## src/rtl/core_pkg.sv

```systemverilog
// Shared definitions for the RV32I pipeline control: opcode field constants,
// forwarding-select encodings and the per-stage shadow record.
package core_pkg;

  localparam logic [4:0] OP_LOAD   = 5'b00000;
  localparam logic [4:0] OP_STORE  = 5'b01000;
  localparam logic [4:0] OP_BRANCH = 5'b11000;
  localparam logic [4:0] OP_JAL    = 5'b11011;
  localparam logic [4:0] OP_JALR   = 5'b11001;
  localparam logic [4:0] OP_LUI    = 5'b01101;
  localparam logic [4:0] OP_AUIPC  = 5'b00101;
  localparam logic [4:0] OP_OP     = 5'b01100;
  localparam logic [4:0] OP_OPIMM  = 5'b00100;

  localparam logic [1:0] FWD_NONE = 2'd0;
  localparam logic [1:0] FWD_M    = 2'd1;
  localparam logic [1:0] FWD_W    = 2'd2;

  typedef struct packed {
    logic       valid;
    logic       wen;
    logic       is_load;
    logic [4:0] rd;
  } shadow_t;

  // x0 is hardwired to zero, so it never produces a dependency.
  function automatic logic rd_match(input shadow_t s, input logic [4:0] r);
    return s.valid && s.wen && (s.rd != 5'd0) && (s.rd == r);
  endfunction

endpackage

```

## src/rtl/hazard_decode.sv

```systemverilog
// Combinational opcode classifier: which source registers an instruction
// reads, whether it writes rd, and whether it is a load.
module hazard_decode
  import core_pkg::*;
(
  input  logic       valid_i,
  input  logic [4:0] opcode_i,
  output logic       rs1_used_o,
  output logic       rs2_used_o,
  output logic       wen_o,
  output logic       is_load_o
);

  always_comb begin
    rs1_used_o = valid_i && !((opcode_i == OP_LUI) || (opcode_i == OP_AUIPC) ||
                              (opcode_i == OP_JAL));
    rs2_used_o = valid_i && ((opcode_i == OP_BRANCH) || (opcode_i == OP_STORE) ||
                             (opcode_i == OP_OP));
    wen_o      = valid_i && !((opcode_i == OP_BRANCH) || (opcode_i == OP_STORE));
    is_load_o  = valid_i && (opcode_i == OP_LOAD);
  end

endmodule

```

## src/rtl/hazard_ctrl.sv

```systemverilog
// Load-use stall, jump/branch flush and E-stage forwarding control for the
// 5-stage RV32I core, with saturating stall/flush event counters.
module hazard_ctrl
  import core_pkg::*;
#(
  parameter int CNT_W = 32
) (
  input  logic             clk,
  input  logic             rst,
  input  logic             id_valid,
  input  logic [4:0]       id_opcode,
  input  logic [4:0]       id_rs1,
  input  logic [4:0]       id_rs2,
  input  logic [4:0]       id_rd,
  input  logic             ex_jb,
  output logic             stall,
  output logic             jb,
  output logic [1:0]       rs1_fwd_sel,
  output logic [1:0]       rs2_fwd_sel,
  output logic             id_rs1_wb_byp,
  output logic             id_rs2_wb_byp,
  output logic [CNT_W-1:0] stall_cnt,
  output logic [CNT_W-1:0] flush_cnt
);

  logic rs1_used, rs2_used, dec_wen, dec_load;

  hazard_decode u_dec (
    .valid_i    (id_valid),
    .opcode_i   (id_opcode),
    .rs1_used_o (rs1_used),
    .rs2_used_o (rs2_used),
    .wen_o      (dec_wen),
    .is_load_o  (dec_load)
  );

  shadow_t          e_q, m_q, w_q, e_d;
  logic [1:0]       rs1_sel_q, rs1_sel_d, rs2_sel_q, rs2_sel_d;
  logic [CNT_W-1:0] stall_cnt_q, stall_cnt_d, flush_cnt_q, flush_cnt_d;
  logic             stall_c, bubble;
  logic             e_hit1, e_hit2, m_hit1, m_hit2;

  always_comb begin
    e_hit1 = rs1_used && rd_match(e_q, id_rs1);
    e_hit2 = rs2_used && rd_match(e_q, id_rs2);
    m_hit1 = rs1_used && rd_match(m_q, id_rs1);
    m_hit2 = rs2_used && rd_match(m_q, id_rs2);

    // A squashed D instruction cannot stall; the flush wins.
    stall_c = !ex_jb && e_q.is_load && (e_hit1 || e_hit2);
    bubble  = stall_c || ex_jb;

    e_d = '{valid: id_valid, wen: dec_wen, is_load: dec_load, rd: id_rd};
    if (bubble) e_d = '{valid: 1'b0, wen: 1'b0, is_load: 1'b0, rd: id_rd};

    rs1_sel_d = FWD_NONE;
    rs2_sel_d = FWD_NONE;
    if (!bubble) begin
      if (e_hit1 && !e_q.is_load) rs1_sel_d = FWD_M;
      else if (m_hit1)            rs1_sel_d = FWD_W;
      if (e_hit2 && !e_q.is_load) rs2_sel_d = FWD_M;
      else if (m_hit2)            rs2_sel_d = FWD_W;
    end

    stall_cnt_d = stall_cnt_q;
    flush_cnt_d = flush_cnt_q;
    if (stall_c && (stall_cnt_q != {CNT_W{1'b1}})) stall_cnt_d = stall_cnt_q + 1'b1;
    if (ex_jb && (flush_cnt_q != {CNT_W{1'b1}}))   flush_cnt_d = flush_cnt_q + 1'b1;
  end

  always_ff @(posedge clk or negedge rst) begin
    if (!rst) begin
      e_q         <= '0;
      m_q         <= '0;
      w_q         <= '0;
      rs1_sel_q   <= FWD_NONE;
      rs2_sel_q   <= FWD_NONE;
      stall_cnt_q <= '0;
      flush_cnt_q <= '0;
    end else begin
      e_q         <= e_d;
      m_q         <= e_q;
      w_q         <= m_q;
      rs1_sel_q   <= rs1_sel_d;
      rs2_sel_q   <= rs2_sel_d;
      stall_cnt_q <= stall_cnt_d;
      flush_cnt_q <= flush_cnt_d;
    end
  end

  assign stall         = stall_c;
  assign jb            = ex_jb;
  assign rs1_fwd_sel   = rs1_sel_q;
  assign rs2_fwd_sel   = rs2_sel_q;
  assign id_rs1_wb_byp = rs1_used && rd_match(w_q, id_rs1);
  assign id_rs2_wb_byp = rs2_used && rd_match(w_q, id_rs2);
  assign stall_cnt     = stall_cnt_q;
  assign flush_cnt     = flush_cnt_q;

endmodule

```

## config.mk

```make
export PLATFORM = sky130hd
export DESIGN_NAME = hazard_ctrl
export DESIGN_NICKNAME = d
export VERILOG_FILES = /design/src/rtl/core_pkg.sv /design/src/rtl/hazard_decode.sv /design/src/rtl/hazard_ctrl.sv
export SDC_FILE = /design/constraint.sdc
export NUM_CORES = 1
export LEC_CHECK = 0
export CAP_MARGIN = 20
export CORE_MARGIN = 2
export CORE_UTILIZATION = 50
export CTS_CLUSTER_SIZE = 28
export DETAILED_ROUTE_END_ITERATION = 8
export PLACE_DENSITY = 0.76
export REMOVE_ABC_BUFFERS = 1
export SLEW_MARGIN = 20
export SYNTH_ARGS = -nofsm -noshare
export SYNTH_HDL_FRONTEND = slang
export SYNTH_HIERARCHICAL = 1
export SYNTH_SLANG_ARGS = --single-unit
```

## constraint.sdc

```tcl
create_clock -name clk -period 3.4 [get_ports clk]
set_clock_uncertainty 0.1 [all_clocks]
set_input_delay 0.68 -clock clk [delete_from_list [all_inputs] [get_ports clk]]
set_output_delay 0.68 -clock clk [all_outputs]
set_load 0.02 [all_outputs]
```

==> impl_metrics.env <==
export IMPL_outcome="finished clean"
export IMPL_swShare_pct=26.40
export IMPL_slowest_delay_ps=630
export IMPL_cp_required_ps=2620
export IMPL_cts_sinks=90
export IMPL_ir_drop_uv=205.2
export IMPL_instances_no_fill=632
export IMPL_final_cell_area_um2=5807
export IMPL_yosys_top_cells_count="dfrtp_1, xor2_1, xnor2_1"
export IMPL_wl_per_cell_um=16.03
export IMPL_crit_fanout=3
export IMPL_p_comb_share_pct=15.5
export IMPL_totalWireLength_mm=10.13
export IMPL_cts_max_level=3
export IMPL_fin_crit_ps=3275
export IMPL_power_total_mw=2.257
export IMPL_intPower_mw=1.661
export IMPL_cp_slowest_cell="clkdlybuf4s50_1"
export IMPL_post_route_util_pct=66.91
export IMPL_drv_slew=0
export IMPL_cp_buffers_inverters=4
export IMPL_ys_seq_area_share_pct=50.59
export IMPL_diodes=0
export IMPL_wl_met2_mm=4.962
export IMPL_nNetsFinal=546
export IMPL_multi_input_area_um2=2118
export IMPL_insertion_delay_ps=350
export IMPL_hold_violations=0
export IMPL_cts_buffer_depth=2
export IMPL_antenna_found_initial=0
export IMPL_ys_ff_latch=90
export IMPL_min_path_type="in -> async"
export IMPL_syn_area_per_cell_um2=10.99
export IMPL_grt_max_degree=49
export IMPL_cts_buffers_inserted=9
export IMPL_drv_cap=0
export IMPL_relSlewSlack_pct=56.55
export IMPL_die_area_um2=9675
export IMPL_track_usage_pct=21.93
export IMPL_maxClockFrequency_mhz=305.3
export IMPL_fill_cells=680
export IMPL_grt_ovfl_total=0
export IMPL_fin_tns_setup_ps=0
export IMPL_dp_slack_ps=0.05551
export IMPL_synth_top_cells_by_area="dfrtp_1, xor2_1, xnor2_1"
export IMPL_yosys_area_top_type="dfrtp_1"
export IMPL_layout_setup_ws_ps=124.7
export IMPL_dp_hpwl_mm=7.591
export IMPL_die_h_um=98.36
export IMPL_start_util_pct=51.30
export IMPL_cts_root_buffer="clkbuf_8"
export IMPL_syn_area_um2=4452
export IMPL_routed_top_layer="met4"
export IMPL_vias=3547
export IMPL_die_w_um=98.36
export IMPL_yosysUniqueCellTypes=53
export IMPL_cp_end_kind="output pin"
export IMPL_port_buffers=95
export IMPL_critPathLaunchType="input pin"
export IMPL_synth_most_common_cell="dfrtp_1"
export IMPL_grt_pass1_wl_mm=17.22
export IMPL_tightest_slew_ps=645.7
export IMPL_crit_type="in -> out"
export IMPL_power_frac_clock_pct=31.1
export IMPL_firstDrtPassIters=4
export IMPL_post_dp_cell_area_um2=5620
export IMPL_remaining_drc_errors=0
export IMPL_core_um2=8678
export IMPL_synth_enable_flop_cells=0
export IMPL_async_flop_share_pct=100.0
export IMPL_syn_to_final_growth_pct=30.44
export IMPL_io_pins=96
export IMPL_grt_pass1_vias=3601
export IMPL_drtAntennaViolNets=0
export IMPL_arrival_ps=2500
export IMPL_dp_cells=617
export IMPL_seq_area_um2=2252
export IMPL_num_rows=34
export IMPL_dr_wl_met3_um=505
export IMPL_crit_family="buffers and inverters"
export IMPL_p_switching_uw=595.7
export IMPL_p_seq_share_pct=53.4
export IMPL_clk_pin_slew_ps=80
export IMPL_crit_path_cell_trace="clkdlybuf4s50_1 -> buf_4 -> nand2_1 -> and4_1 -> buf_4 -> nand2_1 -> nor3_1 -> clkdlybuf4s50_1"
export IMPL_power_density_nw_per_um2=388.6
export IMPL_wl_met1_mm=4.542
export IMPL_synth_ff_type="dfrtp_1"
export IMPL_drtIter0Drc=123
export IMPL_post_route_period_util_pct=96.33
export IMPL_finalSetupViolations=0
export IMPL_synth_top_cell_area_share_pct=50.59
export IMPL_yosys_warnings=6
export IMPL_whs_ps=209.4
export IMPL_vias_per_cell=5.612
export IMPL_place_gp_congestion=0.8582
export IMPL_leakagePower_nw=2.558
export IMPL_cts_tree="built"
export IMPL_r2r_slack_ps=950
export IMPL_rsz0062_at_grt="no"
export IMPL_cts_setup_buffers=0
export IMPL_layout_drive_gt1_share_pct=10.31
export IMPL_syn_inst=405
[layout make-up]
| class | instances | share of cell area, % |
|---|---|---|
| Sequential cell | 90 | 38.78 |
| Tap cell | 108 | 2.327 |
| Timing Repair Buffer | 112 | 18.77 |
| Multi-Input combinational cell | 300 | 36.48 |
| Inverter | 7 | 0.4525 |
| Clock buffer | 12 | 2.499 |
| Clock inverter | 3 | 0.6895 |
[metal layers]
metal  vias to the layer above  global-route usage [%]
met4                         0                   7.271
met3                        16                   4.366
li1                       1675                       -
met2                       106                   35.74
met1                      1750                   29.64
met5                         -                       0
[sequential cells by signal, indices dropped and copies added (netlist names)]
signal       count
w_q              7
rs1_fwd_sel      2
stall_cnt       32
m_q              7
rs2_fwd_sel      2
flush_cnt       32
e_q              8
[timing repair]
action,4_1_cts,5_1_grt
resized for setup,1,1
hold endpoints to repair,0,0
setup endpoints to repair,1,1
hold buffers,0,0
pin swaps,1,0
[path summary, 6_finish.rpt]
path	startpoint	end	depth (start not counted)
hold reg to reg	m_q[6]	w_q[6]	0
min in group clk	m_q[6]	w_q[6]	0
setup reg to reg	stall_cnt[3]	stall_cnt[16]	6
setup / recovery	id_opcode[2]	id_rs2_wb_byp	8
max in group asynchronous	rst	stall_cnt[6]	2
hold / removal	rst	w_q[4]	1
[cell families after synthesis]
family          Yosys count  synth area share [%]
fa+ha+maj                 2                0.5620
compound gates           19                 3.682
xor+xnor                 88                 17.31
buf+inv                  15                 1.827
flops                    90                 50.59
simple gates            188                 25.18
mux                       3                0.8430
[cells in the final DEF, fill, tap and decap left out, drive strengths merged, types with 2 or more instances in the layout]
| cell | netlist | routed |
|---|---|---|
| clkdlybuf4s50 | 0 | 92 |
| dfrtp | 90 | 90 |
| xor2 | 49 | 49 |
| xnor2 | 39 | 39 |
| nor2 | 33 | 33 |
| nand4 | 29 | 29 |
| nand2 | 27 | 27 |
| nand3 | 26 | 26 |
| buf | 6 | 18 |
| nor3 | 16 | 16 |
| and3 | 14 | 14 |
| nor4 | 13 | 13 |
| clkbuf | 2 | 12 |
| and4 | 8 | 8 |
| inv | 7 | 7 |
| and2 | 7 | 7 |
| a31oi | 4 | 4 |
| or4 | 3 | 3 |
| mux2 | 3 | 3 |
| a21oi | 2 | 2 |
| o2111a | 2 | 2 |
| or3 | 2 | 2 |
| o311a | 2 | 2 |
| ha | 2 | 2 |
| clkinv | 0 | 2 |
| o211ai | 2 | 2 |
| nand2b | 2 | 2 |
[power groups by stage]
| stage | Sequential, mW | Clock, mW | Combinational [mW] |
|---|---|---|---|
| 4_1_cts | 1.21 | 0.716 | 0.354 |
| 3_3_place_gp | 1.22 | 0 | 0.343 |
| 3_5_place_dp | 1.23 | 0 | 0.353 |
| 2_1_floorplan | 1.26 | 0 | 0.108 |
| 5_1_grt | 1.22 | 0.766 | 0.378 |
| 6_report | 1.21 | 0.702 | 0.349 |
Power figures use the tool's default switching activity.
